$ cat config.mk
export PLATFORM = sky130hd
export DESIGN_NAME = regfile_scoreboard
export DESIGN_NICKNAME = d
export VERILOG_FILES = /design/src/rtl/regfile_pkg.sv /design/src/rtl/regfile_sb_bits.sv /design/src/rtl/regfile_scoreboard.sv
export SDC_FILE = /design/constraint.sdc
export NUM_CORES = 2
export LEC_CHECK = 0
export BUFFER_PORTS_ARGS = -buffer_cell sky130_fd_sc_hd__buf_2
export CAP_MARGIN = 0
export CORE_MARGIN = 2
export CORE_UTILIZATION = 37
export DETAILED_ROUTE_END_ITERATION = 16
export GPL_TIMING_DRIVEN = 0
export PLACE_DENSITY = 0.62
export SYNTH_ARGS = -nofsm -noshare
export SYNTH_HDL_FRONTEND = slang
export SYNTH_SLANG_ARGS = --single-unit
export TNS_END_PERCENT = 50
$ cat constraint.sdc
create_clock -name clock -period 3.88 [get_ports clock]
set_clock_uncertainty 0.05 [all_clocks]
set_input_delay 0.582 -clock clock [delete_from_list [all_inputs] [get_ports clock]]
set_output_delay 0.582 -clock clock [all_outputs]
set_load 0.05 [all_outputs]
$ cat src/rtl/regfile_pkg.sv
// Shared definitions for the register file with busy scoreboard.
//   DEFAULT_DATA_W / DEFAULT_ADDR_W : default register width and index width
//   ZERO_IDX                        : index of the hardwired-zero register
//   is_writable()                   : 0 only for the hardwired-zero index when enabled
package regfile_pkg;

    localparam int unsigned DEFAULT_DATA_W = 32;
    localparam int unsigned DEFAULT_ADDR_W = 5;
    localparam int unsigned ZERO_IDX       = 0;

    // Index is passed zero-extended to 32 bits so any ADDR_W can share this helper.
    function automatic logic is_writable(input logic [31:0] idx, input logic zeroReg);
        return !(zeroReg && (idx == ZERO_IDX));
    endfunction

endpackage

$ cat src/rtl/regfile_sb_bits.sv
// Busy-bit scoreboard: one busy bit per register plus a registered busy count.
//   clock, reset  : posedge clock, synchronous active-high reset
//   setEn, setIdx : issue (already qualified as writable) marks setIdx busy
//   clrEn, clrIdx : writeback (already qualified as writable) clears clrIdx
//   busy          : current busy vector
//   busyCount     : number of set bits in busy, tracked incrementally
module regfile_sb_bits
    import regfile_pkg::*;
#(
    parameter int unsigned ADDR_W = DEFAULT_ADDR_W,
    localparam int unsigned NUM_REGS = 2 ** ADDR_W
) (
    input  logic                clock,
    input  logic                reset,
    input  logic                setEn,
    input  logic [ADDR_W-1:0]   setIdx,
    input  logic                clrEn,
    input  logic [ADDR_W-1:0]   clrIdx,
    output logic [NUM_REGS-1:0] busy,
    output logic [ADDR_W:0]     busyCount
);

    logic [NUM_REGS-1:0] busyQ, busyD;
    logic [ADDR_W:0]     countQ, countD;
    logic                incr, decr;

    always_comb begin
        busyD = busyQ;
        // Set applied after clear: a new producer wins over a same-index writeback.
        if (clrEn) busyD[clrIdx] = 1'b0;
        if (setEn) busyD[setIdx] = 1'b1;

        incr = setEn && !busyQ[setIdx];
        decr = clrEn && busyQ[clrIdx] && !(setEn && (setIdx == clrIdx));

        countD = countQ;
        if (incr && !decr) begin
            countD = countQ + (ADDR_W + 1)'(1);
        end else if (decr && !incr) begin
            countD = countQ - (ADDR_W + 1)'(1);
        end
    end

    always_ff @(posedge clock) begin
        if (reset) begin
            busyQ  <= '0;
            countQ <= '0;
        end else begin
            busyQ  <= busyD;
            countQ <= countD;
        end
    end

    assign busy      = busyQ;
    assign busyCount = countQ;

endmodule

$ cat src/rtl/regfile_scoreboard.sv
// 2-read/1-write register file with same-cycle write->read bypass and a per-register
// busy scoreboard for decode stall detection.
//   clock, ctrl_reset                     : posedge clock, synchronous active-high reset
//   ctrl_writeEnable/Reg, data_writeReg   : writeback port (also clears busy)
//   ctrl_issueEnable, ctrl_issueReg       : issue port (marks destination busy)
//   ctrl_readRegA/B -> data_readRegA/B    : combinational read ports
//   busy_readRegA/B                       : source has an outstanding producer
//   busy_count, any_busy                  : registered busy population / nonzero flag
module regfile_scoreboard
    import regfile_pkg::*;
#(
    parameter int unsigned DATA_W   = DEFAULT_DATA_W,
    parameter int unsigned ADDR_W   = DEFAULT_ADDR_W,
    parameter int unsigned ZERO_REG = 1,
    parameter int unsigned BYPASS   = 1
) (
    input  logic              clock,
    input  logic              ctrl_reset,
    input  logic              ctrl_writeEnable,
    input  logic [ADDR_W-1:0] ctrl_writeReg,
    input  logic [DATA_W-1:0] data_writeReg,
    input  logic              ctrl_issueEnable,
    input  logic [ADDR_W-1:0] ctrl_issueReg,
    input  logic [ADDR_W-1:0] ctrl_readRegA,
    input  logic [ADDR_W-1:0] ctrl_readRegB,
    output logic [DATA_W-1:0] data_readRegA,
    output logic [DATA_W-1:0] data_readRegB,
    output logic              busy_readRegA,
    output logic              busy_readRegB,
    output logic [ADDR_W:0]   busy_count,
    output logic              any_busy
);

    localparam int unsigned NUM_REGS = 2 ** ADDR_W;
    localparam logic        ZeroEn   = (ZERO_REG != 0);
    localparam logic        BypassEn = (BYPASS != 0);

    logic [DATA_W-1:0]   regsQ [NUM_REGS];
    logic [NUM_REGS-1:0] busyVec;
    logic                writeOk, issueOk;
    logic                fwdA, fwdB;

    assign writeOk = ctrl_writeEnable && is_writable(32'(ctrl_writeReg), ZeroEn);
    assign issueOk = ctrl_issueEnable && is_writable(32'(ctrl_issueReg), ZeroEn);

    always_ff @(posedge clock) begin
        if (ctrl_reset) begin
            for (int i = 0; i < NUM_REGS; i++) begin
                regsQ[i] <= '0;
            end
        end else if (writeOk) begin
            regsQ[ctrl_writeReg] <= data_writeReg;
        end
    end

    regfile_sb_bits #(
        .ADDR_W (ADDR_W)
    ) u_sbBits (
        .clock     (clock),
        .reset     (ctrl_reset),
        .setEn     (issueOk),
        .setIdx    (ctrl_issueReg),
        .clrEn     (writeOk),
        .clrIdx    (ctrl_writeReg),
        .busy      (busyVec),
        .busyCount (busy_count)
    );

    assign fwdA = BypassEn && writeOk && (ctrl_writeReg == ctrl_readRegA);
    assign fwdB = BypassEn && writeOk && (ctrl_writeReg == ctrl_readRegB);

    always_comb begin
        data_readRegA = regsQ[ctrl_readRegA];
        data_readRegB = regsQ[ctrl_readRegB];
        if (fwdA) data_readRegA = data_writeReg;
        if (fwdB) data_readRegB = data_writeReg;
        // Zero index is never written, but force it so the read path does not depend on that.
        if (ZeroEn && (ctrl_readRegA == ADDR_W'(ZERO_IDX))) data_readRegA = '0;
        if (ZeroEn && (ctrl_readRegB == ADDR_W'(ZERO_IDX))) data_readRegB = '0;
    end

    // A forwarded value is final, so the consumer need not stall on it.
    assign busy_readRegA = busyVec[ctrl_readRegA] && !fwdA;
    assign busy_readRegB = busyVec[ctrl_readRegB] && !fwdB;
    assign any_busy      = (busy_count != '0);

endmodule

==> metrics.md <==
| Metric | Value |
|---|---|
| Status | finished with violations |
| Failing checks | negative setup slack |
| Min-delay src | data_writeReg[27] |
| R2R cell count | 13 |
| Worst Hold Path Cells | 2 |
| Worst-Skew Late Latency | 0.77 ns |
| Yosys cell types | 64 |
| H-tree levels | 3 |
| DR pass1 iterations | 12 |
| Total core area | 156000 sq um |
| Multi-input logic area | 25300 sq um |
| Crit path max-delay cell type | o2111ai_1 |
| Lkg Pwr | 23.3 nW |
| Post-layout power | 30.5 mW |
| Final nets | 4330 |
| TritonCTS clock tree | done |
| Syn Area/Cell | 14.7 sq um |
| Final Cycle Share | 108% |
| TritonCTS buffer count | 115 |
| Cell row count | 145 |
| Synthesized instance count | 3961 |
| Worst hold path class | input pin to register |
| Cell Area, Synth | 58300 sq um |
| Ys async rst share | 0% |
| Final worst slack | -0.320 ns |
| CP max stage delay | 0.54 ns |
| Wire per inst | 42.2 um |
| Slew Limit Fails | 0 |
| Seq cells post-synth | 1062 |
| Worst Setup SP | ctrl_readRegB[4] |
| DRC | 0 |
| Total GRT Usage | 33.1% |
| Tightest Pin Transition | 1.40 ns |
| Hold Fails Final Rpt | 0 |
| First-pass GRT wire length | 358000 um |
| Fmax | 238 MHz |
| CTS Sinks | 1062 |
| DR vias | 43700 |
| Crit path max fanout | 10 |
| Worst path required time | 3.25 ns |
| CTS Hold Bufs | 0 |
| Cell Chain, Critical Path | buf_2 > buf_6 > clkbuf_2 > clkbuf_2 > o2111ai_1 > o311ai_2 > o21ai_2 > buf_4 |
| RSZ-0062 raised after global routing | true |
| WP data arrival | 3.57 ns |
| Cell mode on critical path | clkbuf_2 |
| Routed Antenna Nets | 0 |
| Vias in the first global route | 41100 |
| Ys flop type | edfxtp_1 |
| I/O pins | 129 |
| Area Growth Syn to Fin | 16.5% |
| Most frequent cells in the layout | 1024 x edfxtp_1, 941 x and2_1, 560 x mux4_2 |
| Root Driver | clkbuf_16 |
| 1st-iter DRT viols | 8491 |
| Post-DP HPWL | 193000 um |
| Clock period minus worst slack | 4.20 ns |
| Die X-Extent | 401 um |
| Largest net degree at the start of global routing | 33 |
| Grt ovf | 0 |
| Share of post-route cells with drive strength above 1 | 27.9% |
| YS warnings | 0 |
| Filler Cell Count | 14100 |
| Peak VDD IR | 0.000396 V |
| Die height | 401 um |
| Post-synth EDFFs | 1024 |
| Gpl congestion | 1.09 |
| Initial Util | 37.3% |
| Slew headroom | 6.35% |
| Max-cap violations | 0 |
| Sequential area share after synthesis | 54.0% |
| Die area | 161000 sq um |
| Setup CP Type | input pin to output port |
| Port bufs | 114 |
| Reg2reg start | u_sbBits.busy[27] |
| Clk slew on worst S/H paths | 0.06 ns |
| Finish-stage setup viols | 85 |
| Initial antenna violation count | 29 |
| Clock buffer depth | 3 |
| Via density | 6.77 |
| Layout Utilization | 43.4% |
| Register Area | 31500 sq um |
| Startpoint types | input pin |
| Power Density | 449 nW/um^2 |
| Commonest non-fill, non-tap cell in the layout | edfxtp_1 |
| Routed WL | 272000 um |
| Crit. End Element | output port |
==> cell type report <==
class                   instances  area share [%]
flip-flops and latches       1062            46.4
multi-input cells            2460            37.2
plain buffers                 436            4.48
clock buffers                 138            4.43
well taps                    2058            3.79
repair buffers                158            2.10
clock inverters                79            1.27
inverters                      34           0.201
diodes                         28           0.103
==> metal layers <==
metal	wire length, um	global-route usage, %
met1	90700	40.2
met2	109000	44.8
met3	48000	17.4
met4	24800	23.2
met5	96	0.357
==> worst max-delay path: cells and delay by family <==
family / cells / cell delay (ns)
buffers and inverters: 5 / 1.65
AO/OA/AOI/OAI: 3 / 1.27
==> path summary, 6_finish.rpt <==
kind,endpoint,slack (ns)
setup reg to reg,u_sbBits.busyCount[5],0.36
setup / recovery,data_readRegB[3],-0.32
hold / removal,regsQ[5][27],0.10
hold reg to reg,u_sbBits.busy[7],0.46
==> cell usage after synthesis (all sizes together), types with 3 or more instances <==
cell / n / share of area (%)
mux2i: 154 / 2.6
a221oi: 28 / 0.42
o211ai: 3 / 0.039
o21bai: 7 / 0.090
nor2: 63 / 0.41
xor2: 7 / 0.11
nor3b: 6 / 0.077
nor3: 67 / 0.60
a31oi: 5 / 0.054
a22oi: 35 / 0.45
a21o: 25 / 0.32
a21oi: 48 / 0.41
or3b: 4 / 0.060
xnor2: 12 / 0.18
and2: 942 / 10
o21ai: 79 / 0.68
a221o: 20 / 0.34
or3: 5 / 0.054
o311ai: 4 / 0.060
clkbuf: 294 / 1.9
buf: 142 / 1.6
dfxtp: 38 / 1.3
nand4b: 3 / 0.045
nand2: 167 / 1.1
o22ai: 14 / 0.15
edfxtp: 1024 / 53
nor4: 9 / 0.12
and3b: 3 / 0.045
nand3: 13 / 0.11
and3: 10 / 0.11
a211oi: 45 / 0.63
ha: 6 / 0.13
mux4: 560 / 22
nand2b: 7 / 0.088
a32oi: 19 / 0.29
nand3b: 9 / 0.12
nor2b: 32 / 0.35
inv: 33 / 0.21
==> sequential cells by signal, summed over array words and instances (netlist names) <==
| register | count |
|---|---|
| regsQ | 1024 |
| u_sbBits.busy | 32 |
| u_sbBits.busyCount | 6 |
==> through the flow <==
step | setup slack (ns) | hold WS, ns | cell area, sq um | TNS (ns) | instances
finish | -0.320 | 0.103 | 67900 | -7.49 | 6453
global route | -0.0717 | 0.100 | 67900 | -0.203 | 6429
CTS | -0.0259 | 0.0751 | 67400 | -0.0416 | 6422
detailed placement | -1.90 | 0.454 | 62400 | -102.12 | 6196
global placement | -2.41 | 0.440 | 61600 | -632.84 | 6164
floorplan | 0.159 | 0.422 | 58400 | 0 | 3992
==> kinds of logic after synthesis <==
family | Yosys count | synth area share (%)
muxes | 714 | 24.3
other | 1 | 0.00643
xor gates and xnor gates | 19 | 0.285
AOI/OAI and AO/OA | 341 | 4.09
adders and majority gates | 7 | 0.163
DFF | 1062 | 54.0
buffers and inverters | 470 | 3.70
and+or+nand+nor | 1347 | 13.5
==> power breakdown <==
group / switching [mW] / internal, mW / total (mW)
logic: 3.48 / 1.80 / 5.27
registers: 0.343 / 13.2 / 13.6
clock network: 5.09 / 6.58 / 11.7
==> what timing repair did <==
action | CTS | global route
setup endpoints to repair | 66 | 57
buffers inserted | 9 | 3
pin swaps | 5 | 4
resized for setup | 397 | 108
No activity file was read; power rests on OpenSTA's default activity.
